<file path="src/rtl/fetch_unit.sv">
// Instruction fetch front end: drives a synchronous imem, buffers responses in a
// 2-entry {instr, pc} FIFO and presents the head to decode, with redirect support.
module fetch_unit #(
    parameter int ADDR_W = 12,
    parameter int DATA_W = 32
) (
    input  logic              clock,
    input  logic              reset,
    output logic [ADDR_W-1:0] address_imem,
    input  logic [DATA_W-1:0] q_imem,
    input  logic              redirect_valid,
    input  logic [ADDR_W-1:0] redirect_pc,
    input  logic              dec_ready,
    output logic              if_valid,
    output logic [DATA_W-1:0] if_instr,
    output logic [ADDR_W-1:0] if_pc,
    output logic [ADDR_W-1:0] if_pc_plus1
);

    typedef struct packed {
        logic [DATA_W-1:0] instr;
        logic [ADDR_W-1:0] pc;
        logic [ADDR_W-1:0] pc1;
    } entry_t;

    logic [ADDR_W-1:0] pc_r;
    logic              inflight_r;
    logic [ADDR_W-1:0] inflight_pc_r;
    entry_t            head_r;
    entry_t            tail_r;
    logic              head_v_r;
    logic              tail_v_r;

    logic              pop_s;
    logic              issue_s;
    logic [1:0]        occ_s;
    entry_t            wr_entry_s;
    entry_t            head_n_s;
    entry_t            tail_n_s;
    logic              head_v_n_s;
    logic              tail_v_n_s;

    // Pop/issue decisions and next FIFO contents; the head slot always drives decode.
    always_comb begin
        pop_s            = head_v_r & dec_ready & ~redirect_valid;
        occ_s            = {1'b0, head_v_r} + {1'b0, tail_v_r} + {1'b0, inflight_r};
        issue_s          = ~redirect_valid & ((occ_s - {1'b0, pop_s}) < 2'd2);
        wr_entry_s.instr = q_imem;
        wr_entry_s.pc    = inflight_pc_r;
        wr_entry_s.pc1   = inflight_pc_r + ADDR_W'(1);
        head_n_s         = head_r;
        tail_n_s         = tail_r;
        head_v_n_s       = head_v_r;
        tail_v_n_s       = tail_v_r;
        if (pop_s) begin
            head_n_s   = tail_r;
            head_v_n_s = tail_v_r;
            tail_v_n_s = 1'b0;
        end else begin
            head_v_n_s = head_v_r;
        end
        // Issue throttling guarantees a free slot whenever a response lands.
        if (inflight_r) begin
            if (!head_v_n_s) begin
                head_n_s   = wr_entry_s;
                head_v_n_s = 1'b1;
            end else begin
                tail_n_s   = wr_entry_s;
                tail_v_n_s = 1'b1;
            end
        end else begin
            tail_n_s = tail_n_s;
        end
    end

    // Fetch PC, in-flight tracking and FIFO storage; redirect overrides everything else.
    always_ff @(posedge clock or negedge reset) begin
        if (!reset) begin
            pc_r          <= '0;
            inflight_r    <= 1'b0;
            inflight_pc_r <= '0;
            head_r        <= '0;
            tail_r        <= '0;
            head_v_r      <= 1'b0;
            tail_v_r      <= 1'b0;
        end else if (redirect_valid) begin
            pc_r       <= redirect_pc;
            inflight_r <= 1'b0;
            head_v_r   <= 1'b0;
            tail_v_r   <= 1'b0;
        end else begin
            pc_r       <= issue_s ? pc_r + ADDR_W'(1) : pc_r;
            inflight_r <= issue_s;
            if (issue_s) begin
                inflight_pc_r <= pc_r;
            end
            head_r   <= head_n_s;
            tail_r   <= tail_n_s;
            head_v_r <= head_v_n_s;
            tail_v_r <= tail_v_n_s;
        end
    end

    assign address_imem = pc_r;
    assign if_valid     = head_v_r;
    assign if_instr     = head_r.instr;
    assign if_pc        = head_r.pc;
    assign if_pc_plus1  = head_r.pc1;

endmodule

</file>
<file path="config.mk">
export PLATFORM = sky130hd
export DESIGN_NAME = fetch_unit
export DESIGN_NICKNAME = d
export VERILOG_FILES = /design/src/rtl/fetch_unit.sv
export SDC_FILE = /design/constraint.sdc
export NUM_CORES = 1
export LEC_CHECK = 0
export ABC_AREA = 1
export BUFFER_PORTS_ARGS = -buffer_cell sky130_fd_sc_hd__buf_2
export CELL_PAD_IN_SITES_DETAIL_PLACEMENT = 1
export CELL_PAD_IN_SITES_GLOBAL_PLACEMENT = 1
export CORE_AREA = 2 2 155 157
export CTS_CLUSTER_SIZE = 10
export DETAILED_ROUTE_END_ITERATION = 6
export DIE_AREA = 0 0 157 159
export PLACE_DENSITY_LB_ADDON = 0.15
export SLEW_MARGIN = 40
export SYNTH_ARGS = -nofsm -noshare
export SYNTH_HDL_FRONTEND = slang
export SYNTH_SLANG_ARGS = --single-unit
</file>
<file path="constraint.sdc">
create_clock -name clock -period 2.1 [get_ports clock]
set_input_delay 0.21 -clock clock [delete_from_list [all_inputs] [get_ports clock]]
set_output_delay 0.21 -clock clock [all_outputs]
set_load 0.1 [all_outputs]
</file>
==> results.yml, run 1 <==
final_layout:
  fin_nets: 1074
  final_common_cell: "nand2_1"
  area_growth_pct: 26.02
  n_antenna_cell: 0
  mostFrequentLayoutCells: "nand2_1 (339), dfrtp_1 (138), buf_2 (115)"
  fin_util_pct: 37.23
  drive_above_1_share_pct: 20.68
  design_area_um2: 8635
placed_design:
  place_congestion: 0.7529
  io_buffer_count: 116
  dp_hpwl_mm: 13.26
  dpl_cell_area_um2: 7869
  pre_cts_slack_ns: 0.1037
detailed_routing:
  wl_per_cell_um: 14.98
  drt-pass1-iter-count: 4
  first_iter_violations: 205
  ant_nets: 0
  wirelength_mm: 20.28
  drc: 0
  vias: 6183
  viasPerCell: 4.566
logic_synthesis:
  synth_xor_area_share_pct: 0.7670
  synth_mux_area_share_pct: 0
  netlist_area_um2: 6852
  synth_adder_area_share_pct: 0.7305
  yosysSeqAreaShare_pct: 50.77
  synth_compound_area_share_pct: 10.26
  syn-num-nets: 956
  synth_top_family_by_area: "simple AND/OR/NAND/NOR gates"
  syn_avg_cell_area_um2: 7.579
  synthSimpleGateAreaFrac_pct: 28.71
  syn_inst: 904
  ys_ff_latch: 139
  yosys_warnings: 0
  synth_cell_types: 26
global_routing:
  gr-usage-all-layers_pct: 17.28
  grt_max_degree: 64
  grt_pass1_wl_mm: 34.20
  grt_antenna_before_repair: 0
  grt_pass1_vias: 6445
  grt-ovfl-total: 0
timing:
  fin_crit_sh_pct: 96.79
  finalWorstSetupSlack_ns: 0.06741
  finalClockSkew_ns: 0.007337
  fmax_mhz: 492.0
  max_slew_margin_pct: 54.07
  tns_ns: 0
  period_minus_slack_ns: 2.033
  hold_violations: 0
  rsz0062_at_grt: "true"
  hold_slack_ns: 0.01804
  tightestPinTransition_ns: 0.6889
  slew_violations: 0
  setup-violations-final: 0
power_and_ir_drop:
  vdd_drop_max_uv: 491.6
  clock_power_share_pct: 25.6
  p_per_area_nw_per_um2: 1405
  power.switching_uw: 5717
  p_seq_share_pct: 33.0
  combPwrFrac_pct: 41.5
  power_switching_share_pct: 47.12
  leakagePower_uw: 0.004258
  internal_power_uw: 6416
critical_path:
  max_stage_delay_ns: 0.49
  crit_path_end_kind: "flop"
  worstPathArrival_ns: 2.38
  startpoint_type: "flop"
  path_class: "flop to flop"
  crit_top_cell: "nand2_2"
  crit_buf_inv: 4
  worstPathCellList: "nand2_4, nor2_4, ha_4, inv_4, ha_4, nand2_2, nand2_2, inv_2, nand2_2, nand2_2, nor2_4, buf_12, clkbuf_16, nand2_4, o21ai_1"
  critPathMaxFanout: 8
  crit_family: "simple AND/OR/NAND/NOR gates"
  crit_required_ns: 2.45
  crit_slowest_cell: "dfrtp_4"
clock_tree:
  clock_path_buffers: 2
  cts_tree: "yes"
  cts-root-buf: "clkbuf_16"
  clkTransAtPathRegs_ns: 0.06
  htree_levels: 4
  clkSinkCount: 139
  cts_buffers: 17
  clk_latency_ns: 0.43
status:
  status: "complete, no violations"
die:
  die_h_um: 159
  fp-row-count: 56
  io_pins: 117
  core_area_um2: 23190
  die_area_um2: 24960
  die_w_um: 157
  start_util_pct: 29.54
job:
  cap_viol_max_count: 0
min_path:
  hold_class: "primary input to flop"
sequential cells by signal, summed over array words and instances, names as in the netlist:
register,flops
inflight_pc_r,12
tail_v_r,1
inflight_r,1
if_pc_plus1,12
if_valid,1
tail_r,56
if_instr,32
address_imem,12
if_pc,12
power groups by stage:
stage | Sequential, µW | Clock, µW | Combinational, µW
after floorplan | 6490 | 0 | 1470
final | 4000 | 3100 | 5030
after global routing | 4140 | 3280 | 5430
after detailed placement | 4050 | 0 | 5010
after global placement | 4030 | 0 | 4960
after CTS | 4010 | 3190 | 5030
repair_timing:
item | CTS | global route
resized for setup | 0 | 16
endpoints found under the setup margin | 0 | 20
hold buffers | 3 | 0
endpoints found under the hold margin | 35 | 0
buffers inserted | 0 | 1
synth_stat cells (all sizes together):
cell,instances,share of area [%]
xnor2,2,0.26
nand2,355,20
nor3,1,0.073
nand4,6,0.55
nor2,45,2.6
inv,84,4.6
o21a,2,0.22
ha,4,0.73
buf,41,3.8
dfrtp,139,51
clkinv,1,0.073
a21oi,60,4.4
o211ai,1,0.11
nand3,75,5.7
clkbuf,6,0.33
or2,2,0.18
xor2,4,0.51
o21ai,76,5.6
cell families (layout without fill, tap and decap cells):
| kind of cell | after synthesis | in the layout |
|---|---|---|
| AOI/OAI and AO/OA | 139 | 139 |
| xor gates and xnor gates | 6 | 6 |
| adders and majority gates | 4 | 4 |
| buffers and inverters | 132 | 263 |
| DFF | 139 | 139 |
| and+or+nand+nor | 484 | 484 |
routing by layer:
metal  GRT usage (%)  routed length (µm)  vias to the layer above  share of wire (%)
li1                -                   -                     3087                  -
met1           23.45                9757                     2986                 48
met2           27.85                9607                       92                 47
met3           3.157                 623                       18                3.1
met4           5.588                 291                        0                1.4
met5               0                   0                        -                  0
stage by stage:
step                      power (µW)  cells
final                          12130   1354
after global routing           12850   1354
after CTS                      12230   1350
after detailed placement        9056   1315
after global placement          8989   1315
after floorplan                 7955    904
worst paths after layout:
check / startpoint / end / slack, ns / cells after the start
worst max-delay path: if_valid / inflight_pc_r[11] / 0.07 / 15
worst min-delay path: q_imem[17] / tail_r[41] / 0.02 / 3
worst max register to register: if_valid / inflight_pc_r[11] / 0.07 / 15
worst min register to register: tail_r[2] / tail_r[2] / 0.49 / 2
max in group asynchronous: reset / address_imem[3] / 1.15 / 3
min in group asynchronous: reset / if_instr[7] / 0.25 / 2
worst min-delay path, stage by stage:
cell and delay, ns:
buf_2 0.09, nand2_1 0.05, o21ai_1 0.06
final cells by class:
cell class                 count  area (µm²)
clock inverter                15       175.2
tap                          319       399.1
fill                        2854       14560
inverter                      85       325.3
clock buffer                  17       425.4
sequential                   139        3482
timing repair buffer         146       962.2
multi-input combinational    633        2865
No activity file was read; power rests on OpenSTA's default activity.
==> run 2, diff against run 1 <==
CAP_MARGIN = 20   (was default)
CTS_BUF_LIST = sky130_fd_sc_hd__clkbuf_4 sky130_fd_sc_hd__clkbuf_8   (was default)
==> results.yml, run 2 (synthesized netlist as in run 1, its figures left out) <==
status:
  status: "complete, no violations"
die:
  die_h_um: 159
  die_w_um: 157
  core_area_um2: 23190
  start_util_pct: 29.54
  io_pins: 117
  fp-row-count: 56
  die_area_um2: 24960
global_routing:
  gr-usage-all-layers_pct: 17.15
  grt_max_degree: 64
  grt_pass1_vias: 6489
  grt_pass1_wl_mm: 34.13
  grt-ovfl-total: 0
  grt_antenna_before_repair: 0
critical_path:
  crit_path_end_kind: "flop"
  crit_family: "simple AND/OR/NAND/NOR gates"
  crit_top_cell: "nand2_2"
  max_stage_delay_ns: 0.49
  r2r_setup_slack_ns: 0.07
  crit_slowest_cell: "dfrtp_4"
  reg2reg_from: "if_valid"
  worstRegToRegCells: 15
  path_class: "flop to flop"
  rr_endpoint: "inflight_pc_r[6]"
  cp.depth: 15
  worstPathCellList: "nand2_4, nor2_4, ha_4, inv_4, ha_4, nand2_2, nand2_2, inv_2, nand2_2, nand2_2, nor2_4, buf_12, clkbuf_16, nand2_2, o21ai_1"
  crit_buf_inv: 4
  crit_start: "if_valid"
  startpoint_type: "flop"
  worstPathArrival_ns: 2.40
  crit_required_ns: 2.47
  crit_end: "inflight_pc_r[6]"
  critPathMaxFanout: 8
timing:
  hold_violations: 0
  finalClockSkew_ns: 0.01067
  hold_slack_ns: 0.02708
  setup-violations-final: 0
  tightestPinTransition_ns: 0.6878
  max_slew_margin_pct: 54.15
  period_minus_slack_ns: 2.030
  rsz0062_at_grt: "true"
  fmax_mhz: 492.7
  fin_crit_sh_pct: 96.65
  slew_violations: 0
detailed_routing:
  first_iter_violations: 245
  ant_nets: 0
  viasPerCell: 4.516
  drt-pass1-iter-count: 4
  wirelength_mm: 20.47
  vias: 6268
  drc: 0
  wl_per_cell_um: 14.75
placed_design:
  io_buffer_count: 116
  placedCellCount: 1315
  dp_hpwl_mm: 13.26
  place_congestion: 0.7529
clock_tree:
  clkSinkCount: 139
  cts_tree: "yes"
  cts_buffers: 17
  cts-root-buf: "clkbuf_8"
  clock_path_buffers: 2
  clk_latency_ns: 0.45
  htree_levels: 4
  clkTransAtPathRegs_ns: 0.08
min_path:
  min_path_cells: 3
  hold_class: "primary input to flop"
final_layout:
  final_common_cell: "nand2_1"
  largest_register_ffs: 56
  drive_above_1_share_pct: 20.58
  fin_util_pct: 37.95
  fin_nets: 1108
  n_antenna_cell: 0
  fin_cells: 1388
  area_growth_pct: 28.47
  mostFrequentLayoutCells: "nand2_1 (336), dfrtp_1 (138), buf_2 (115)"
  regMostFlops: "tail_r"
power_and_ir_drop:
  leakagePower_uw: 0.004319
  p_per_area_nw_per_um2: 1295
  p_total_uw: 11400
  vdd_drop_max_uv: 519.5
job:
  cap_viol_max_count: 0
run 2: worst min path at each step:
stage / to / startpoint / slack, ns
final: tail_r[24] / q_imem[0] / 0.03
after global routing: tail_r[30] / q_imem[6] / 0.008
after CTS: tail_r[24] / q_imem[0] / 0.002
after detailed placement: if_instr[7] / reset / 0.15
after global placement: if_instr[7] / reset / 0.15
after floorplan: address_imem[0] / reset / -0.09
run 2: final cells by class:
class                           count  area [µm²]
Timing Repair Buffer              180        1303
Fill cell                        2853       14390
Inverter                           85       325.3
Clock inverter                     15       175.2
Clock buffer                       17       234.0
Sequential cell                   139        3482
Tap cell                          319       399.1
Multi-Input combinational cell    633        2884
run 2: routing by layer:
layer	wire, µm	share of wire (%)	global-route usage, %	vias to the layer above
li1	-	-	-	3154
met1	9989	49	23.42	3014
met2	9727	48	28.23	89
met3	604	3.0	3.239	11
met4	149	0.73	3.795	0
met5	0	0	0	-
run 2: timing repair:
action	CTS	global route
resized for setup	0	22
setup buffers	0	1
hold buffers	37	0
setup endpoints to repair	0	20
hold endpoints to repair	93	0
run 2: stage by stage:
step,setup slack (ns),instance area [µm²],setup TNS (ns)
after floorplan,-0.2507,6903,-5.612
after global placement,0.1448,7869,0
after detailed placement,0.1037,7869,0
after CTS,0.08075,8648,0
after global routing,-0.05502,8802,-0.1896
final,0.07035,8802,0
run 2: worst register-to-register path, stage by stage (launching register included):
cell and delay (ns):
dfrtp_4 0.49, nand2_4 0.08, nor2_4 0.04, ha_4 0.27, inv_4 0.03, ha_4 0.24, nand2_2 0.04, nand2_2 0.08
inv_2 0.04, nand2_2 0.05, nand2_2 0.06, nor2_4 0.12, buf_12 0.15, clkbuf_16 0.16, nand2_2 0.04, o21ai_1 0.07
run 2: report_power, final:
part / leakage [µW] / switching, µW / internal (µW)
logic: 0.00244 / 4010 / 1080
registers: 0.00168 / 482 / 3510
clock network: 0.000198 / 1140 / 1170
total: 0.00432 / 5630 / 5760
